**src/rtl/cpu_types_pkg.sv**
```systemverilog
// Shared CPU types: machine word, fetch-stage state encoding and PC increment.
package cpu_types_pkg;

    typedef logic [31:0] word_t;

    typedef enum logic [1:0] {
        FETCH  = 2'd0,
        EXEC   = 2'd1,
        HALTED = 2'd2
    } fetch_state_t;

    localparam int unsigned PC_STEP = 4;

endpackage

```
**src/rtl/fetch_unit_pc_register.sv**
```systemverilog
// Program counter: sync reset to a word-aligned PC_INIT, loads redirect target or PC+4.
module pc_register
    import cpu_types_pkg::*;
#(
    parameter int unsigned         WORD_W  = 32,
    parameter logic [WORD_W-1:0]   PC_INIT = '0
) (
    input  logic              clk_i,
    input  logic              rst_i,
    input  logic              load_i,
    input  logic              redirect_i,
    input  logic [WORD_W-1:0] redirect_pc_i,
    output logic [WORD_W-1:0] pc_o
);

    localparam logic [WORD_W-1:0] ALIGN_MASK = ~WORD_W'(3);

    logic [WORD_W-1:0] pc_q, pc_d;

    always_comb begin
        pc_d = pc_q;
        if (load_i) begin
            pc_d = redirect_i ? (redirect_pc_i & ALIGN_MASK) : (pc_q + WORD_W'(PC_STEP));
        end
    end

    always_ff @(posedge clk_i) begin
        if (rst_i) begin
            pc_q <= PC_INIT & ALIGN_MASK;
        end else begin
            pc_q <= pc_d;
        end
    end

    assign pc_o = pc_q;

endmodule

```
**src/rtl/fetch_unit.sv**
```systemverilog
// Fetch stage: PC, instruction register and FETCH/EXEC/HALTED control.
// Optional FETCH_STATS_EN adds retired_cnt / stall_cnt counters.
module fetch_unit
    import cpu_types_pkg::*;
#(
    parameter int unsigned       WORD_W  = 32,
    parameter logic [WORD_W-1:0] PC_INIT = 32'h0000_0000
) (
    input  logic              CLK,
    input  logic              RST,
    input  logic              ihit,
    input  logic [WORD_W-1:0] iload,
    output logic              imemREN,
    output logic [WORD_W-1:0] imemaddr,
    input  logic              dmem_req,
    input  logic              dhit,
    input  logic              redirect,
    input  logic [WORD_W-1:0] redirect_pc,
    input  logic              halt,
    output logic [WORD_W-1:0] Instr,
    output logic              instr_valid,
    output logic [WORD_W-1:0] pc_out,
    output logic [WORD_W-1:0] npc_out,
    output logic              halted
`ifdef FETCH_STATS_EN
    ,
    output logic [31:0]       retired_cnt,
    output logic [31:0]       stall_cnt
`endif
);

    fetch_state_t      state_q, state_d;
    logic [WORD_W-1:0] instr_q, instr_d;
    logic [WORD_W-1:0] pcout_q, pcout_d;
    logic [WORD_W-1:0] pc;
    logic              retire;
    logic              pc_load;

    assign retire = !dmem_req || dhit;

    pc_register #(
        .WORD_W  (WORD_W),
        .PC_INIT (PC_INIT)
    ) u_pc (
        .clk_i         (CLK),
        .rst_i         (RST),
        .load_i        (pc_load),
        .redirect_i    (redirect),
        .redirect_pc_i (redirect_pc),
        .pc_o          (pc)
    );

    always_comb begin
        state_d = state_q;
        instr_d = instr_q;
        pcout_d = pcout_q;
        pc_load = 1'b0;
        case (state_q)
            FETCH: begin
                if (ihit) begin
                    instr_d = iload;
                    pcout_d = pc;
                    state_d = EXEC;
                end
            end
            EXEC: begin
                // Halt takes priority over redirect and leaves the PC untouched.
                if (retire) begin
                    if (halt) begin
                        state_d = HALTED;
                    end else begin
                        pc_load = 1'b1;
                        state_d = FETCH;
                    end
                end
            end
            HALTED: ;
            default: state_d = FETCH;
        endcase
    end

    always_ff @(posedge CLK) begin
        if (RST) begin
            state_q <= FETCH;
            instr_q <= '0;
            pcout_q <= PC_INIT;
        end else begin
            state_q <= state_d;
            instr_q <= instr_d;
            pcout_q <= pcout_d;
        end
    end

    assign imemREN     = (state_q == FETCH);
    assign imemaddr    = pc;
    assign instr_valid = (state_q == EXEC);
    assign halted      = (state_q == HALTED);
    assign Instr       = instr_q;
    assign pc_out      = pcout_q;
    assign npc_out     = pcout_q + WORD_W'(PC_STEP);

`ifdef FETCH_STATS_EN
    logic [31:0] retired_q, retired_d;
    logic [31:0] stall_q, stall_d;

    always_comb begin
        retired_d = retired_q;
        stall_d   = stall_q;
        if (state_q == EXEC && retire) begin
            retired_d = retired_q + 32'd1;
        end
        if ((state_q == FETCH && !ihit) || (state_q == EXEC && !retire)) begin
            stall_d = stall_q + 32'd1;
        end
    end

    always_ff @(posedge CLK) begin
        if (RST) begin
            retired_q <= '0;
            stall_q   <= '0;
        end else begin
            retired_q <= retired_d;
            stall_q   <= stall_d;
        end
    end

    assign retired_cnt = retired_q;
    assign stall_cnt   = stall_q;
`endif

endmodule

```
**config.mk**
```make
export PLATFORM = sky130hd
export DESIGN_NAME = fetch_unit
export DESIGN_NICKNAME = d
export VERILOG_FILES = /design/src/rtl/cpu_types_pkg.sv /design/src/rtl/fetch_unit_pc_register.sv /design/src/rtl/fetch_unit.sv
export SDC_FILE = /design/constraint.sdc
export NUM_CORES = 1
export LEC_CHECK = 0
export BUFFER_PORTS_ARGS = -buffer_cell sky130_fd_sc_hd__clkbuf_2
export CAP_MARGIN = 20
export CORE_ASPECT_RATIO = 0.9
export CORE_MARGIN = 5
export CORE_UTILIZATION = 44
export DETAILED_ROUTE_END_ITERATION = 12
export GPL_TIMING_DRIVEN = 0
export HOLD_SLACK_MARGIN = 0.1
export PLACE_DENSITY_LB_ADDON = 0.05
export SLEW_MARGIN = 20
export SYNTH_ARGS = -nofsm -noshare
export SYNTH_HDL_FRONTEND = slang
export SYNTH_SLANG_ARGS = --single-unit
```
**constraint.sdc**
```tcl
create_clock -name CLK -period 1.8 [get_ports CLK]
set_clock_uncertainty 0.15 [all_clocks]
set_input_delay 0.09 -clock CLK [delete_from_list [all_inputs] [get_ports CLK]]
set_output_delay 0.09 -clock CLK [all_outputs]
set_load 0.005 [all_outputs]
```
==> metrics.txt <==
DRC 0; hold crit path type primary input to flip-flop; max-slew headroom at the worst pin 0.525; Mapped Cells between 600 and 700; Worst Setup End Kind output port; crit path to npc_out[24]; Sequential Area between 2000 and 2500 um^2; cell leakage power about 3.9 nW; global-route wire length before repair between 30 and 40 mm; area of the core ~11,000 um^2; remaining antenna violation count 0; routed vias 6,347; Area after DPL about 6000 um^2; Avg WL per Cell approximately 18 um; final instance area about 8400 um^2; GRT Util Overall 0.293; Post-synth top flop dfxtp_1; H-tree Lvls 3; Fin Hold WS slightly below 0.1 ns; I/O pin count a little over 200; clock sinks between 90 and 100; Post-synth EDFFs 0; simple logic cell fraction of the synthesized area 0.304; largest family of logic cells by synthesized area simple AND/OR/NAND/NOR gates; Critical Path Source Type flip-flop; Die H about 110 um; post-route worst setup slack -0.254 ns; area of the multi-input gates about 3300 um^2; clock share of power 0.389; Internal Power 3.58 mW; met2 Use GR 0.501; vias in the first global route 5,953; Yosys warnings 0; number of synthesized register bits 94; Sw Share 0.284; r2r startpoint u_pc.pc_o[13]$_SDFFE_PP0P_; CTS tree done; crit-path max FO 6; I/O Buffers 193; antenna violations before repair 0; mean post-synth cell area between 7 and 8 um^2; Synth Area in Compound Gates 0.177; CP Launch Point pc_out[3]$_SDFFE_PP0P_; Inserted Diodes 0; Final setup viols 39; DR iter-0 viols about 680; Slew Viols, Final 0; CTS clk-pin slew, worst paths about 0.08 ns; GRT busiest layer met2; Net Switching around 1.4 mW; Synth Area in XOR/XNOR 0.0510; Req. time, crit path approximately 1.6 ns; RSZ-0062 raised after global routing yes; Filler Cell Count about 750; combinational group share of total power 0.168; die area 13,100 um^2; GPL Wtd Cong a little over 0.9; crit path time final between 2 and 2.5 ns; WP data arrival around 1.8 ns; Starting Density 0.447; final hold violation count 0; R2R depth 6; number of vias per cell between 5 and 6; Adder-Cell Fraction of Synth Area 0.00520; failing checks setup timing; clk buf depth 2; Clock Latency Late Sink roughly 0.35 ns; pre-CTS WS -0.583 ns; area grow syn2layout 74.7%; proportion of synthesized area in mux cells 0.0187; R2R Setup Slk -0.19 ns; # rows 36; largest net degree at the start of global routing 18; register share of total power 0.443; Worst IR Drop VDD ~0.4 mV; critical path class flip-flop to output port; Power Dens Cells between 500 and 600 nW/um^2; Slew @ Worst Pin 0.712 ns; outcome finished, violations left; final net count approximately 1,100; routing usage on met1 0.357; R2R Path End u_pc.pc_o[23]$_SDFFE_PP0P_; GRT met3 Usage 0.0685; Max-cap violations 0; fin crit share 1.14; Root Buffer clkbuf_16; Mapped Area about 4800 um^2; chip width roughly 120 um; post-synth cell types slightly below 60; Num CTS Buffers 9; share of layout cells above drive strength 1 0.449; Seq/Total Area, Yosys 0.391; hpwl dp between 10 and 15 mm; Max Freq around 490 MHz; Post-synth ARST share 0; gr ovfl total 0; Sum Neg Setup Slack -4.93 ns; Routed WL approximately 21 mm; Pre-Repair DR Iteration Count 5
[cell families after synthesis]
family	Yosys count
simple gates	302
compound gates	141
flops	94
buf+inv	59
xor+xnor	28
mux	9
fa+ha+maj	2
other cells	1
[cells in the final DEF, fill, tap and decap left out, drive strengths merged, types with 4 or more instances in the layout]
master       count
nor3            11
nor2            25
xnor2           20
a31oi            6
dlygate4sd3     68
or3              6
a211oi           4
o21ai           13
nand4           18
a21oi           82
inv             14
xor2             8
conb             6
clkbuf         207
a22o             4
and3            18
buf            121
dfxtp           94
nand2          166
nand3           28
o41ai            5
nor2b            5
mux2i            9
nor4            11
o31ai            5
a22oi            5
[cells in the mapped netlist (5+ instances only)]
cell type  count  area [um^2]
a21oi_1       82          410
a22oi_1        5         37.5
a31oi_1        6         37.5
and3_1        18          113
buf_4          6         45.0
clkbuf_1      36          135
dfxtp_1       94         1880
inv_1         10         37.5
mux2i_1        9         90.1
nand2_1      166          623
nand3_1       27          135
nand4_1       16          100
nor2_1        25         93.8
nor2b_1        5         31.3
nor3_1         8         40.0
nor4_1         9         56.3
o21ai_0       10         50.1
o31ai_1        5         37.5
or3_1          5         31.3
xnor2_1       20          175
xor2_1         8         70.1
[power by group through the flow]
stage          logic, mW  registers (mW)  clock network (mW)
5_1_grt            0.910            2.23                2.06
4_1_cts            0.781            2.22                1.96
2_1_floorplan      0.307            2.28                   0
6_report           0.841            2.22                1.95
3_3_place_gp       0.578            2.29                   0
3_5_place_dp       0.588            2.29                   0
[cell type report]
cell class | count | share of cell area
timing repair buffer | 340 | 0.278
sequential | 94 | 0.238
multi-input combinational | 488 | 0.391
clock buffer | 11 | 0.0302
clock inverter | 5 | 0.00536
buffer | 45 | 0.0329
tap | 133 | 0.0198
inverter | 10 | 0.00447
[state kept, by name (all words and copies together), names as in the netlist]
| register | count |
|---|---|
| Instr | 32 |
| pc_out | 30 |
| state_q | 2 |
| u_pc.pc_o | 30 |
[worst max-delay path, stage by stage, from the launching register on]
cell and delay [ns]:
dfxtp_4 0.37, ha_4 0.13, and3_4 0.19, and3_4 0.27, nand2_8 0.09, nor3_4 0.12
xor2_1 0.15, buf_2 0.13
[metrics by stage]
step           cells   util  total power, mW
2_1_floorplan    641      -             2.58
3_3_place_gp     967  0.560             2.86
3_5_place_dp     967  0.560             2.88
4_1_cts         1102  0.732             4.96
5_1_grt         1126  0.781             5.19
6_report        1126  0.781             5.01
[worst min path at each step]
| stage | startpoint | endpoint | slack, ns | cells past startpoint |
|---|---|---|---|---|
| 2_1_floorplan | iload[0] | Instr[0]$_SDFFE_PP0P_ | 0.08 | 2 |
| 3_3_place_gp | iload[22] | Instr[22]$_SDFFE_PP0P_ | 0.16 | 3 |
| 3_5_place_dp | iload[12] | Instr[12]$_SDFFE_PP0P_ | 0.17 | 3 |
| 4_1_cts | RST | u_pc.pc_o[26]$_SDFFE_PP0P_ | 0.11 | 5 |
| 5_1_grt | ihit | Instr[1]$_SDFFE_PP0P_ | 0.12 | 4 |
| 6_report | ihit | Instr[1]$_SDFFE_PP0P_ | 0.1 | 4 |
[what timing repair did]
action / 4_1_cts / 5_1_grt
setup buffers: 51 / 27
endpoints found under the hold margin: 64 / 0
pin swaps: 30 / 56
hold buffers: 68 / 0
setup endpoints to repair: 115 / 113
gates resized for setup: 138 / 109
cloned: 1 / 0
[metal layers]
metal	wire (um)	up-vias
met2	10100	381
met1	8110	2960
li1	-	2934
met3	1870	72
met4	661	0
met5	0	-
Note: power is estimated with default switching activity, not from simulation.
